**src/rtl/jt10_adpcm_mix_pkg.sv**
```systemverilog
// Shared constants for the ADPCM channel mixer: accumulator width, channel layout
// and the 16-bit output saturation limits.
package jt10_adpcm_mix_pkg;

   localparam int ACC_W_DEF = 19;
   localparam int NUM_CH    = 6;
   localparam int FRAME_CH  = 5;

   localparam logic signed [15:0] SAT_MAX = 16'sh7FFF;
   localparam logic signed [15:0] SAT_MIN = 16'sh8000;

   // Channel 5 closes the frame; any other tag, including zero or multi-hot, just accumulates.
   function automatic logic is_frame_end(input logic [NUM_CH-1:0] en_ch);
      is_frame_end = en_ch[FRAME_CH];
   endfunction

endpackage

```
**src/rtl/jt10_adpcm_mix_if.sv**
```systemverilog
// Sample bus between the per-channel gain stage (master) and the stereo mixer (slave).
interface jt10_adpcm_mix_if;
   import jt10_adpcm_mix_pkg::*;

   logic [NUM_CH-1:0]  en_ch;
   logic               match;
   logic [1:0]         lr;
   logic signed [15:0] pcm_in;
   logic signed [15:0] pcm_left;
   logic signed [15:0] pcm_right;
   logic               sample;

   modport master (
      output en_ch, match, lr, pcm_in,
      input  pcm_left, pcm_right, sample
   );

   modport slave (
      input  en_ch, match, lr, pcm_in,
      output pcm_left, pcm_right, sample
   );

endinterface

```
**src/rtl/jt10_adpcm_sat.sv**
```systemverilog
// Combinational clamp of a signed ACC_W-bit sum to the signed 16-bit output range.
module jt10_adpcm_sat
   import jt10_adpcm_mix_pkg::*;
#(
   parameter int ACC_W = ACC_W_DEF
) (
   input  logic signed [ACC_W-1:0] din_i,
   output logic signed [15:0]      dout_o
);

   localparam logic signed [ACC_W-1:0] MAX_X = {{(ACC_W-16){SAT_MAX[15]}}, SAT_MAX};
   localparam logic signed [ACC_W-1:0] MIN_X = {{(ACC_W-16){SAT_MIN[15]}}, SAT_MIN};

   // Clamp out-of-range sums, pass in-range values through unchanged
   always_comb begin
      dout_o = din_i[15:0];
      if (din_i > MAX_X) begin
         dout_o = SAT_MAX;
      end else if (din_i < MIN_X) begin
         dout_o = SAT_MIN;
      end else begin
         dout_o = din_i[15:0];
      end
   end

endmodule

```
**src/rtl/jt10_adpcm_mix.sv**
```systemverilog
// Six-channel stereo ADPCM mixer: accumulates panned samples per frame and publishes
// saturated left/right totals with a one-clock sample pulse when channel 5 closes the frame.
module jt10_adpcm_mix
   import jt10_adpcm_mix_pkg::*;
#(
   parameter int ACC_W = ACC_W_DEF
) (
   input  logic             clk,
   input  logic             rst,
   input  logic             cen,
   jt10_adpcm_mix_if.slave  mix
);

   logic signed [ACC_W-1:0] acc_l_q, acc_l_d, acc_r_q, acc_r_d;
   logic signed [ACC_W-1:0] pcm_ext_s, sum_l_s, sum_r_s;
   logic signed [15:0]      sat_l_s, sat_r_s;
   logic signed [15:0]      pcm_left_q, pcm_left_d, pcm_right_q, pcm_right_d;
   logic                    synced_q, synced_d;
   logic                    sample_q, sample_d;
   logic                    valid_s, frame_end_s;

   assign valid_s     = cen & mix.match;
   assign frame_end_s = is_frame_end(mix.en_ch);
   assign pcm_ext_s   = {{(ACC_W-16){mix.pcm_in[15]}}, mix.pcm_in};
   assign sum_l_s     = acc_l_q + (mix.lr[1] ? pcm_ext_s : {ACC_W{1'b0}});
   assign sum_r_s     = acc_r_q + (mix.lr[0] ? pcm_ext_s : {ACC_W{1'b0}});

   jt10_adpcm_sat #(.ACC_W(ACC_W)) u_sat_l (.din_i(sum_l_s), .dout_o(sat_l_s));
   jt10_adpcm_sat #(.ACC_W(ACC_W)) u_sat_r (.din_i(sum_r_s), .dout_o(sat_r_s));

   // Next-state: accumulate, or on frame end publish (once synced) and clear
   always_comb begin
      acc_l_d     = acc_l_q;
      acc_r_d     = acc_r_q;
      pcm_left_d  = pcm_left_q;
      pcm_right_d = pcm_right_q;
      synced_d    = synced_q;
      sample_d    = 1'b0;
      if (valid_s) begin
         if (frame_end_s) begin
            acc_l_d  = {ACC_W{1'b0}};
            acc_r_d  = {ACC_W{1'b0}};
            synced_d = 1'b1;
            if (synced_q) begin
               pcm_left_d  = sat_l_s;
               pcm_right_d = sat_r_s;
               sample_d    = 1'b1;
            end else begin
               sample_d = 1'b0;
            end
         end else if (synced_q) begin
            acc_l_d = sum_l_s;
            acc_r_d = sum_r_s;
         end else begin
            // The partial frame before the first frame end is discarded
            acc_l_d = {ACC_W{1'b0}};
            acc_r_d = {ACC_W{1'b0}};
         end
      end else begin
         sample_d = 1'b0;
      end
   end

   // State registers with synchronous reset taking priority over cen/match
   always_ff @(posedge clk) begin
      if (rst) begin
         acc_l_q     <= {ACC_W{1'b0}};
         acc_r_q     <= {ACC_W{1'b0}};
         pcm_left_q  <= 16'sd0;
         pcm_right_q <= 16'sd0;
         synced_q    <= 1'b0;
         sample_q    <= 1'b0;
      end else begin
         acc_l_q     <= acc_l_d;
         acc_r_q     <= acc_r_d;
         pcm_left_q  <= pcm_left_d;
         pcm_right_q <= pcm_right_d;
         synced_q    <= synced_d;
         sample_q    <= sample_d;
      end
   end

   assign mix.pcm_left  = pcm_left_q;
   assign mix.pcm_right = pcm_right_q;
   assign mix.sample    = sample_q;

endmodule

```
**src/flat_wrapper.sv**
```systemverilog
// flat-port wrapper written by rule: the top's interface ports become plain ports
module jt10_adpcm_mix_flat import jt10_adpcm_mix_pkg::*;
#(
   parameter int ACC_W = ACC_W_DEF
)
  (clk, rst, cen, mix_en_ch, mix_match, mix_lr, mix_pcm_in, mix_pcm_left, mix_pcm_right, mix_sample);
  jt10_adpcm_mix_if mix_i ();
  input  logic clk;
  input  logic rst;
  input  logic cen;
  input wire logic [$bits(mix_i.en_ch)-1:0] mix_en_ch;
  input wire logic [$bits(mix_i.match)-1:0] mix_match;
  input wire logic [$bits(mix_i.lr)-1:0] mix_lr;
  input wire logic [$bits(mix_i.pcm_in)-1:0] mix_pcm_in;
  output wire logic [$bits(mix_i.pcm_left)-1:0] mix_pcm_left;
  output wire logic [$bits(mix_i.pcm_right)-1:0] mix_pcm_right;
  output wire logic [$bits(mix_i.sample)-1:0] mix_sample;
  assign mix_i.en_ch = mix_en_ch;
  assign mix_i.match = mix_match;
  assign mix_i.lr = mix_lr;
  assign mix_i.pcm_in = mix_pcm_in;
  assign mix_pcm_left = mix_i.pcm_left;
  assign mix_pcm_right = mix_i.pcm_right;
  assign mix_sample = mix_i.sample;
  jt10_adpcm_mix #(.ACC_W(ACC_W)) u_core (.clk(clk), .rst(rst), .cen(cen), .mix(mix_i));
endmodule
```
**config.mk**
```make
export PLATFORM = sky130hd
export DESIGN_NAME = jt10_adpcm_mix_flat
export DESIGN_NICKNAME = d
export VERILOG_FILES = /design/src/rtl/jt10_adpcm_mix_pkg.sv /design/src/rtl/jt10_adpcm_mix_if.sv /design/src/rtl/jt10_adpcm_sat.sv /design/src/rtl/jt10_adpcm_mix.sv /design/src/flat_wrapper.sv
export SDC_FILE = /design/constraint.sdc
export NUM_CORES = 1
export LEC_CHECK = 0
export ABC_AREA = 1
export BUFFER_PORTS_ARGS = -buffer_cell sky130_fd_sc_hd__buf_2
export CAP_MARGIN = 20
export CORE_MARGIN = 2
export CORE_UTILIZATION = 64
export DETAILED_ROUTE_END_ITERATION = 8
export PLACE_DENSITY = 0.95
export SLEW_MARGIN = 20
export SYNTH_ARGS = -nofsm -noshare
export SYNTH_HDL_FRONTEND = slang
export SYNTH_SLANG_ARGS = --single-unit
```
**constraint.sdc**
```tcl
create_clock -name clk -period 4.06 [get_ports clk]
set_input_delay 0.406 -clock clk [delete_from_list [all_inputs] [get_ports clk]]
set_output_delay 0.406 -clock clk [all_outputs]
set_load 0.03 [all_outputs]
```
After elaboration in Yosys (flattened, before gate mapping)
Index checks and enable logic that the tools add are counted.
- register bits: 72
- output and inout port bits: 33
- word-level logic and storage cells: 29
- add/sub/neg operators: 2
- order comparisons: 4
- multiplexer cells: 11
- bitwise gates (word level): 3
- reductions and logical operators: 3
- operators with widths (operator ; number):
    19-bit 2-to-1 mux ; 6
    16-bit 2-to-1 mux ; 4
    19-bit adder ; 2
    19-bit by 16-bit greater-than comparator with 1-bit output (second input constant) ; 2
    19-bit by 16-bit < comparator with 1-bit output (second input constant) ; 2
    3-bit AND reduction ; 1
    3-bit OR reduction ; 1
    1-bit NOT ; 2
    2-bit AND reduction ; 1
    1-bit bitwise AND ; 1
    1-bit 2-to-1 mux ; 1

Logic depth before layout (Yosys ltp)
Gate-level depths: netlist of the first run.
- depth after elaboration: 5
- mapped depth: 19
- mapped depth without buffers: 17

Cells and area by module
From an unflattened synthesis of the first run, not the netlist that was laid out.
- cells, all modules: 844
- area, all modules: 5220.0 µm²
- by module, submodules not included (module ; times used ; cells each ; area each (µm²) ; seq. area each (µm²)):
    jt10_adpcm_mix ; 1 ; 764 ; 4877.2 ; 1441.4
    jt10_adpcm_sat ; 2 ; 40 ; 171.4 ; 0.0

Worst setup path after synthesis of the first run
OpenSTA, ideal clock, no wires.
- path kind: input -> register
- start: in mix_lr[1]
- end: reg u_core.pcm_left_q[10] (netlist: u_core.mix.pcm_left[10])
- setup time: 122 ps
- arrival: 2424 ps
- data required time: 3938 ps
- slack: 1514 ps
- stages on the path: 16
- path buffers: 3
- cells stage by stage: clkbuf_1 -> clkbuf_1 -> nand2_1 -> inv_1 -> ha_1 -> nand2_1 -> inv_1 -> a21oi_1 -> nor2_1 -> nor2_1 -> nand3_1 -> nand2_1 -> nand3_2 -> a21oi_4 -> buf_6 -> a21oi_2
- longest elaborated chain between the ends: 5
- RTL lines (element ; line ; source):
    from (decl) ; flat_wrapper.sv:13 ; input wire logic [$bits(mix_i.lr)-1:0] mix_lr;
    19-bit 2-to-1 mux * ; jt10_adpcm_mix.sv:25 ; assign sum_l_s = acc_l_q + (mix.lr[1] ? pcm_ext_s : {ACC_W{1'b0}});
    19-bit adder * ; jt10_adpcm_mix.sv:25 ;
    19-bit by 16-bit < comparator with 1-bit output ; jt10_adpcm_sat.sv:19 ; end else if (din_i < MIN_X) begin
    16-bit 2-to-1 mux ; jt10_adpcm_sat.sv:19 ;
    16-bit 2-to-1 mux * ; jt10_adpcm_sat.sv:17 ; if (din_i > MAX_X) begin
    to (signal assigned) ; jt10_adpcm_mix.sv:76 ; pcm_left_q <= pcm_left_d;
    to (decl) ; jt10_adpcm_mix.sv:17 ; logic signed [15:0] pcm_left_q, pcm_left_d, pcm_right_q, pcm_right_d;
Mark *: on every way between the ends. The rest lies on a longest branch, timed or not.
A chain may end at the register's enable or synchronous reset.

Worst setup path in the final report of the first run
- start: in mix_lr[1]
- end: reg u_core.pcm_left_q[2] (netlist: u_core.mix.pcm_left[2])
Same word-level chain as after synthesis.

==> results of run 1 <==
-- worst max-delay path, cell delays in order --
cell and delay, ns:
buf_2 0.19, nand2_1 0.11, inv_1 0.05, ha_1 0.22, fa_1 0.46, nand3_1 0.14
nand2_2 0.09, nand2_1 0.09, nand2_2 0.09, nand3_2 0.09, nand3_1 0.07, nand2_1 0.09
nand3_2 0.09, a21oi_4 0.54, a21oi_1 0.15
-- per-layer routing --
metal	track usage	wire length [microns]
met5	0	0
met4	0.1739	485
met3	0.04414	688
met2	0.5720	6673
met1	0.3665	5537
-- power groups by stage --
stage	Sequential (mW)	Combinational (mW)	Clock, mW
after floorplan	0.740	0.141	0
after global placement	0.731	0.193	0
after detailed placement	0.731	0.197	0
after CTS	0.715	0.198	0.669
after global routing	0.716	0.221	0.698
final	0.715	0.201	0.663
-- synthesized netlist by cell type --
| library cell | n |
|---|---|
| buf_12 | 2 |
| nor2_1 | 35 |
| nand2_4 | 2 |
| a21o_1 | 2 |
| a21oi_1 | 87 |
| nand3_1 | 28 |
| clkbuf_1 | 21 |
| o31ai_1 | 1 |
| ha_1 | 36 |
| nor3_1 | 2 |
| or2_1 | 1 |
| o21ai_1 | 1 |
| xor2_1 | 18 |
| nand3_2 | 9 |
| and2b_1 | 1 |
| fa_1 | 2 |
| nand4_1 | 5 |
| inv_1 | 82 |
| a21oi_4 | 1 |
| and2_1 | 1 |
| buf_6 | 2 |
| o21ai_0 | 42 |
| nand2_2 | 41 |
| o21bai_1 | 1 |
| nand4_2 | 1 |
| nand2_1 | 241 |
| nor4_2 | 1 |
| nor2_2 | 1 |
| xnor2_1 | 9 |
| dfxtp_1 | 72 |
| buf_1 | 2 |
| a21oi_2 | 21 |
| o211ai_1 | 1 |
-- flip-flops by register name (all words and copies together), names as in the netlist --
register,count
u_core.mix.pcm_left,16
u_core.mix.pcm_right,16
u_core.synced_q,1
u_core.acc_r_q,19
u_core.mix.sample,1
u_core.acc_l_q,19
-- area by class of cell --
type / count / area (sq um) / area share
multi-input combinational: 591 / 3261 / 0.5751
sequential: 72 / 1441 / 0.2542
inverter: 82 / 307.8 / 0.05429
timing repair buffer: 59 / 305.3 / 0.05385
tap: 102 / 127.6 / 0.02251
clock buffer: 9 / 123.9 / 0.02185
clock inverter: 7 / 102.6 / 0.01810
-- worst max-delay path by stage --
| stage | start | to | slack [ns] | cells after the start |
|---|---|---|---|---|
| 2_1_floorplan | mix_lr[1] | u_core.mix.pcm_left[10] | 1.51 | 16 |
| 3_3_place_gp | mix_lr[1] | u_core.mix.pcm_left[0] | 1.13 | 15 |
| 3_5_place_dp | mix_lr[1] | u_core.mix.pcm_left[2] | 1.04 | 15 |
| 4_1_cts | mix_lr[1] | u_core.mix.pcm_left[2] | 1.42 | 15 |
| 5_1_grt | mix_lr[1] | u_core.mix.pcm_left[1] | 1.21 | 12 |
| 6_report | mix_lr[1] | u_core.mix.pcm_left[2] | 1.39 | 15 |
-- logic make-up (layout without fill, tap and decap cells) --
group                    count (synthesis)  in the layout
AO/OA/AOI/OAI                          157            157
XOR/XNOR                                27             27
adder cells (fa/ha/maj)                 38             38
buffers and inverters                  109            157
flip-flops                              72             72
AND/OR/NAND/NOR                        369            369
-- through the flow --
stage               utilization  instance area [sq um]  hold WS [ns]  std cells  total power, mW
floorplan                     -                   5151        0.4497        772           0.8814
global placement         0.7007                   5443        0.4566        906           0.9239
detailed placement       0.7007                   5443        0.4625        906           0.9283
CTS                      0.7299                   5669        0.3724        922            1.582
global route             0.7299                   5669        0.4187        922            1.634
finish                   0.7299                   5669        0.3804        922            1.578
==> metrics.log, run 1 <==
[metrics] sw frac: 0.2862
[metrics] power per standard cell area: between 200 and 300 mW/mm^2
[metrics] average detailed-routed wire length per instance: 14.52 microns
[metrics] WS Path Type: in2reg
[metrics] final worst setup slack: 1.385 ns
[metrics] combinational power share: 0.127
[metrics] register area share after synthesis: 0.2798
[metrics] routed vias/inst: 5.608
[metrics] TritonCTS clock tree: yes
[metrics] commonest cells after routing, fill and taps aside: nand2_1, a21oi_1, inv_1
[metrics] Post-Synth XOR/XNOR Area: 0.04591
[metrics] kind of capture point of the worst setup path: flip-flop
[metrics] number of buffers inserted during clock tree synthesis: 9
[metrics] area fraction of the dominant cell type after synthesis: 0.2798
[metrics] shortest clock period the worst path allows after layout: 2.675 ns
[metrics] internal power summed over all cells: 1.126 mW
[metrics] total half-perimeter wirelength after legalization and detailed placement: 9654 microns
[metrics] height of the die: around 94 microns
[metrics] end point of the worst hold path: u_core.synced_q
[metrics] R2R setup slack: approximately 1.5 ns
[metrics] TritonCTS sink count: 72
[metrics] die extent in x: about 94 microns
[metrics] CTS H-tree depth: 3
[metrics] area growth from synthesis to layout: 10.06%
[metrics] measured slew at the worst slew-check pin: around 0.90 ns
[metrics] fin crit share: 0.6587
[metrics] Seq pwr share: 0.453
[metrics] Antenna Violating Nets Remaining: 0
[metrics] Syn Inst Count: 772
[metrics] cell count of the worst reg-to-reg path: 12
[metrics] final hold violation count: 0
[metrics] status: finished clean
[metrics] # Post-CTS Setup Buffers: 0
[metrics] count of input and output buffers: 55
[metrics] max-cap viol count: 0
[metrics] proportion of layout cells with a drive suffix above 1: 0.1878
[metrics] number of hold-repair buffers added at the cts stage: 0
[metrics] total global routing track utilization: 0.3202
[metrics] simple-gate area share of the yosys netlist: 0.3179
[metrics] CP Data Required Time: 4.28 ns
[metrics] launching point of the worst reg2reg path: u_core.acc_l_q[0]
[metrics] insertion delay of the later-clocked pin in the worst-skew pair: roughly 0.37 ns
[metrics] headroom to the max-slew limit: 0.3988
[metrics] total of cells resized after clock tree synthesis: 0
[metrics] hold path start: mix_en_ch[5]
[metrics] Slew Viols, Final: 0
[metrics] count of standard-cell rows: 32
[metrics] Detailed Route WL: around 13000 microns
[metrics] synthesized netlist net count: ~840
[metrics] clock slew at reported path FFs: 0.08 ns
[metrics] number of synthesized register bits: 72
[metrics] net switching power of the design: 0.4516 mW
[metrics] startpoint type of the worst setup path: primary input
[metrics] IR Drop Worst-Case VDD: around 190 uV
[metrics] FILL cells: approximately 650
[metrics] endpoint arrival time on the critical path: around 2.9 ns
[metrics] mean cell area of the mapped netlist: 6.673 sq um
[metrics] leading cell type in the layout, fill and taps excluded: nand2_1
[metrics] type of the worst min-delay path: in2reg
[metrics] number of buffers on the longest clock path: 2
[metrics] combinational family with the most area after synthesis: simple AND/OR/NAND/NOR gates
[metrics] initial antenna violation count: 0
[metrics] Std-Cell Core Area: 0.007767 sq mm
[metrics] number of top-level pins: around 60
[metrics] multiplexer area fraction after synthesis: 0
[metrics] synth unique cells: 33
[metrics] synthesized-area fraction occupied by ao, oa, aoi and oai cells: 0.1725
[metrics] setup slack at placement: 1.036 ns
[metrics] iteration-0 DRC count of the detailed router: 247
[metrics] effective utilization at floorplan: 0.6632
[metrics] pin count of the biggest net entering global routing: 43
[metrics] antenna diode count: 0
[metrics] worst-path maximum fanout: 16
[metrics] total DRC errors in the routed layout: 0
[metrics] Area contributors post-synth: dfxtp_1, nand2_1, ha_1
[metrics] destination of the worst register-to-register timing path: u_core.mix.pcm_left[2]
[metrics] number of global-route vias before repair: 5107
[metrics] final weighted congestion in routability-driven placement: 0.9290
[metrics] cell type with the highest aggregate area in the netlist: dfxtp_1
[metrics] post-synthesis cell area: 0.005151 sq mm
[metrics] die area: 0.008783 sq mm
[metrics] Hold Path Depth: 3
[metrics] total number of vias: 5171
[metrics] CTS root buf: clkbuf_8
[metrics] adder-cell share of the synthesized area: 0.09521
[metrics] setup repair after global routing missed its margin: false
[metrics] GRT Residual Overflow: 0
[metrics] DRT Pass-1 Iters: 5
[metrics] first-pass GRT wire length: 22580 microns
[metrics] setup-violating endpoint count in the final report: 0
[metrics] relative contribution of the clock network to total power: 0.420
[metrics] Net count, final: 881
[metrics] total number of yosys warnings: 0
[metrics] Achievable Freq: 0.3739 GHz
[metrics] leakage power: 2.926 nW
[metrics] Setup TNS Final: 0 ns
[metrics] skew final: about 0.013 ns
Power figures use the tool's default switching activity.
==> run 2: changes to the inputs <==
CORE_UTILIZATION = 54   (was 64)
PLACE_DENSITY = 0.88   (was 0.95)
clock period = 2.2 ns   (was 4.06 ns; I/O delays follow)
==> run 2 against run 1 <==
  * The run now ends with setup timing left
  * Highest routed layer unchanged
  * Critical endpoint is now u_core.mix.pcm_left[10]
  * Clock skew grew 0.012 ns
  * Clock-buffer cell count up 1
  * Hold slack lost 0.18 ns
  * Sequential power increased by 85%
  * Total power rose by 89%
  * Non-clock buffer count increased by 70
  * Final area grew 19%
==> metrics.log, run 2 (synthesis gave the netlist of run 1 again) <==
[metrics] insertion delay of the later-clocked pin in the worst-skew pair: 0.37 ns
[metrics] net switching power of the design: 0.9094 mW
[metrics] kind of capture point of the worst setup path: flip-flop
[metrics] height of the die: 101.7 microns
[metrics] number of buffers inserted during clock tree synthesis: 9
[metrics] TritonCTS sink count: slightly above 70
[metrics] first-pass GRT wire length: 23160 microns
[metrics] status: finished with violations
[metrics] CTS H-tree depth: 3
[metrics] die area: approximately 0.010 sq mm
[metrics] WS Path Type: in2reg
[metrics] TritonCTS clock tree: yes
[metrics] antenna diode count: 0
[metrics] endpoint arrival time on the critical path: around 2.6 ns
[metrics] Max stage delay cell, worst path: ha_4
[metrics] final weighted congestion in routability-driven placement: 0.9710
[metrics] combinational power share: 0.175
[metrics] headroom to the max-slew limit: 0.6485
[metrics] effective utilization at floorplan: 0.5575
[metrics] setup slack at placement: -0.2540 ns
[metrics] DRT Pass-1 Iters: 7
[metrics] number of buffers on the longest clock path: 2
[metrics] initial antenna violation count: 0
[metrics] fin crit share: 1.074
[metrics] number of top-level pins: 61
[metrics] Achievable Freq: 0.4233 GHz
[metrics] Worst Hold Slack: between 0.15 and 0.2 ns
[metrics] CTS root buf: clkbuf_8
[metrics] count of standard-cell rows: 35
[metrics] violations in the final reports: setup timing
[metrics] cells along the critical path: buf_2 -> buf_4 -> nand2_1 -> inv_1 -> ha_4 -> nand2_1 -> a21oi_1 -> nor2_1 -> nand2_4 -> nand3_4 -> nand2_1 -> nand2_1 -> nand2_1 -> nand3_2 -> a21oi_4 -> clkbuf_16 -> a21oi_2
[metrics] leading cell type in the layout, fill and taps excluded: nand2_1
[metrics] pin count of the biggest net entering global routing: between 40 and 50
[metrics] area growth from synthesis to layout: 31.43%
[metrics] Seq pwr share: 0.444
[metrics] Antenna Violating Nets Remaining: 0
[metrics] relative contribution of the clock network to total power: 0.382
[metrics] routed vias/inst: 5.875
[metrics] internal power summed over all cells: between 2 and 2.5 mW
[metrics] count of input and output buffers: 55
[metrics] average detailed-routed wire length per instance: between 15 and 20 microns
[metrics] type of the worst min-delay path: in2reg
[metrics] most frequent cell on the critical path: nand2_1
[metrics] clock slew at reported path FFs: around 0.08 ns
[metrics] die extent in x: 101.7 microns
[metrics] FILL cells: between 600 and 700
[metrics] Slew Viols, Final: 0
[metrics] Critical Path Source: mix_lr[1]
[metrics] Std-Cell Core Area: 0.009240 sq mm
[metrics] power per standard cell area: 439.7 mW/mm^2
[metrics] Detailed Route WL: 18380 microns
[metrics] hold path start: mix_en_ch[5]
[metrics] CP Data Required Time: 2.45 ns
[metrics] IR Drop Worst-Case VDD: 305.4 uV
[metrics] Net count, final: between 900 and 1000
[metrics] proportion of layout cells with a drive suffix above 1: 0.3408
[metrics] skew final: 0.02509 ns
[metrics] sw frac: 0.3055
[metrics] leakage power: 3.290 nW
[metrics] GRT Residual Overflow: 0
[metrics] total number of vias: 5998
[metrics] measured slew at the worst slew-check pin: 0.5267 ns
[metrics] max-cap viol count: 0
[metrics] largest registers: u_core.acc_l_q: 19 flops, u_core.acc_r_q: 19 flops
[metrics] worst-path maximum fanout: 7
[metrics] number of hold-repair buffers added at the cts stage: 0
[metrics] setup-violating endpoint count in the final report: 16
[metrics] highest cell delay on the worst timing path: 0.31 ns
[metrics] launching point of the worst reg2reg path: u_core.acc_l_q[10]
[metrics] commonest cells after routing, fill and taps aside: nand2_1, inv_1, a21oi_1
[metrics] total DRC errors in the routed layout: 0
[metrics] startpoint type of the worst setup path: primary input
[metrics] Design Area, Final: 0.006770 sq mm
[metrics] total half-perimeter wirelength after legalization and detailed placement: around 10000 microns
[metrics] final hold violation count: 0
[metrics] iteration-0 DRC count of the detailed router: around 640
[metrics] total global routing track utilization: 0.2812
[metrics] final worst setup slack: -0.1626 ns
[metrics] total placed instance area: 0.005997 sq mm
[metrics] number of global-route vias before repair: 5176
[metrics] shortest clock period the worst path allows after layout: 2.363 ns
[run 2: cell count changes in the layout (fill, tap and decap cells not counted), sizes merged]
cell,delta
buf,+68
inv,-1
clkinvlp,+1
bufinv,-1
nand2,+2
clkbuf,+3
[run 2: power by group through the flow]
stage	clock network [mW]	logic [mW]	registers (mW)
final	1.14	0.520	1.32
after global routing	1.19	0.551	1.32
after CTS	1.12	0.430	1.32
after detailed placement	0	0.425	1.35
after global placement	0	0.417	1.35
after floorplan	0	0.265	1.37
[run 2: worst paths after layout]
kind / endpoint / slack (ns) / cells after the start
hold reg to reg: u_core.acc_r_q[14] / 0.48 / 2
setup reg to reg: u_core.mix.pcm_left[10] / -0.01 / 14
setup / recovery: u_core.mix.pcm_left[10] / -0.16 / 17
hold / removal: u_core.synced_q / 0.20 / 3
[run 2: cell type report]
class	count	area, sq um	area share
clock buffer	10	137.6	0.02033
clock inverter	6	67.56	0.009980
inverter	82	307.8	0.04546
multi-input combinational	593	3751	0.5541
sequential	72	1456	0.2151
tap	129	161.4	0.02384
timing repair buffer	129	888.4	0.1312
[run 2: repair_timing]
action | 4_1_cts | 5_1_grt
gates resized for setup | 0 | 98
setup buffers | 0 | 5
endpoints found under the setup margin | 0 | 34
[run 2: per-layer routing]
layer  vias to the layer above  global-route usage  share of wire
li1                       2715                   -              -
met1                      2692              0.3218           0.35
met2                       430              0.4980           0.47
met3                       161             0.05590          0.094
met4                         0              0.1362          0.088
met5                         -                   0              0
[run 2: worst max-delay path, delay by kind of cell]
family                   cells  cell delay, ns
AO/OA/AOI/OAI                3            0.52
buffers and inverters        4            0.68
adder cells (fa/ha/maj)      1            0.31
AND/OR/NAND/NOR              9            0.89
[run 2: stage by stage]
step / util / instances / TNS [ns] / power (mW)
floorplan: - / 772 / 0 / 1.631
global placement: 0.6490 / 997 / -2.922 / 1.766
detailed placement: 0.6490 / 997 / -6.401 / 1.774
CTS: 0.6712 / 1013 / 0 / 2.873
global route: 0.7327 / 1021 / -3.288 / 3.059
finish: 0.7327 / 1021 / -2.279 / 2.977
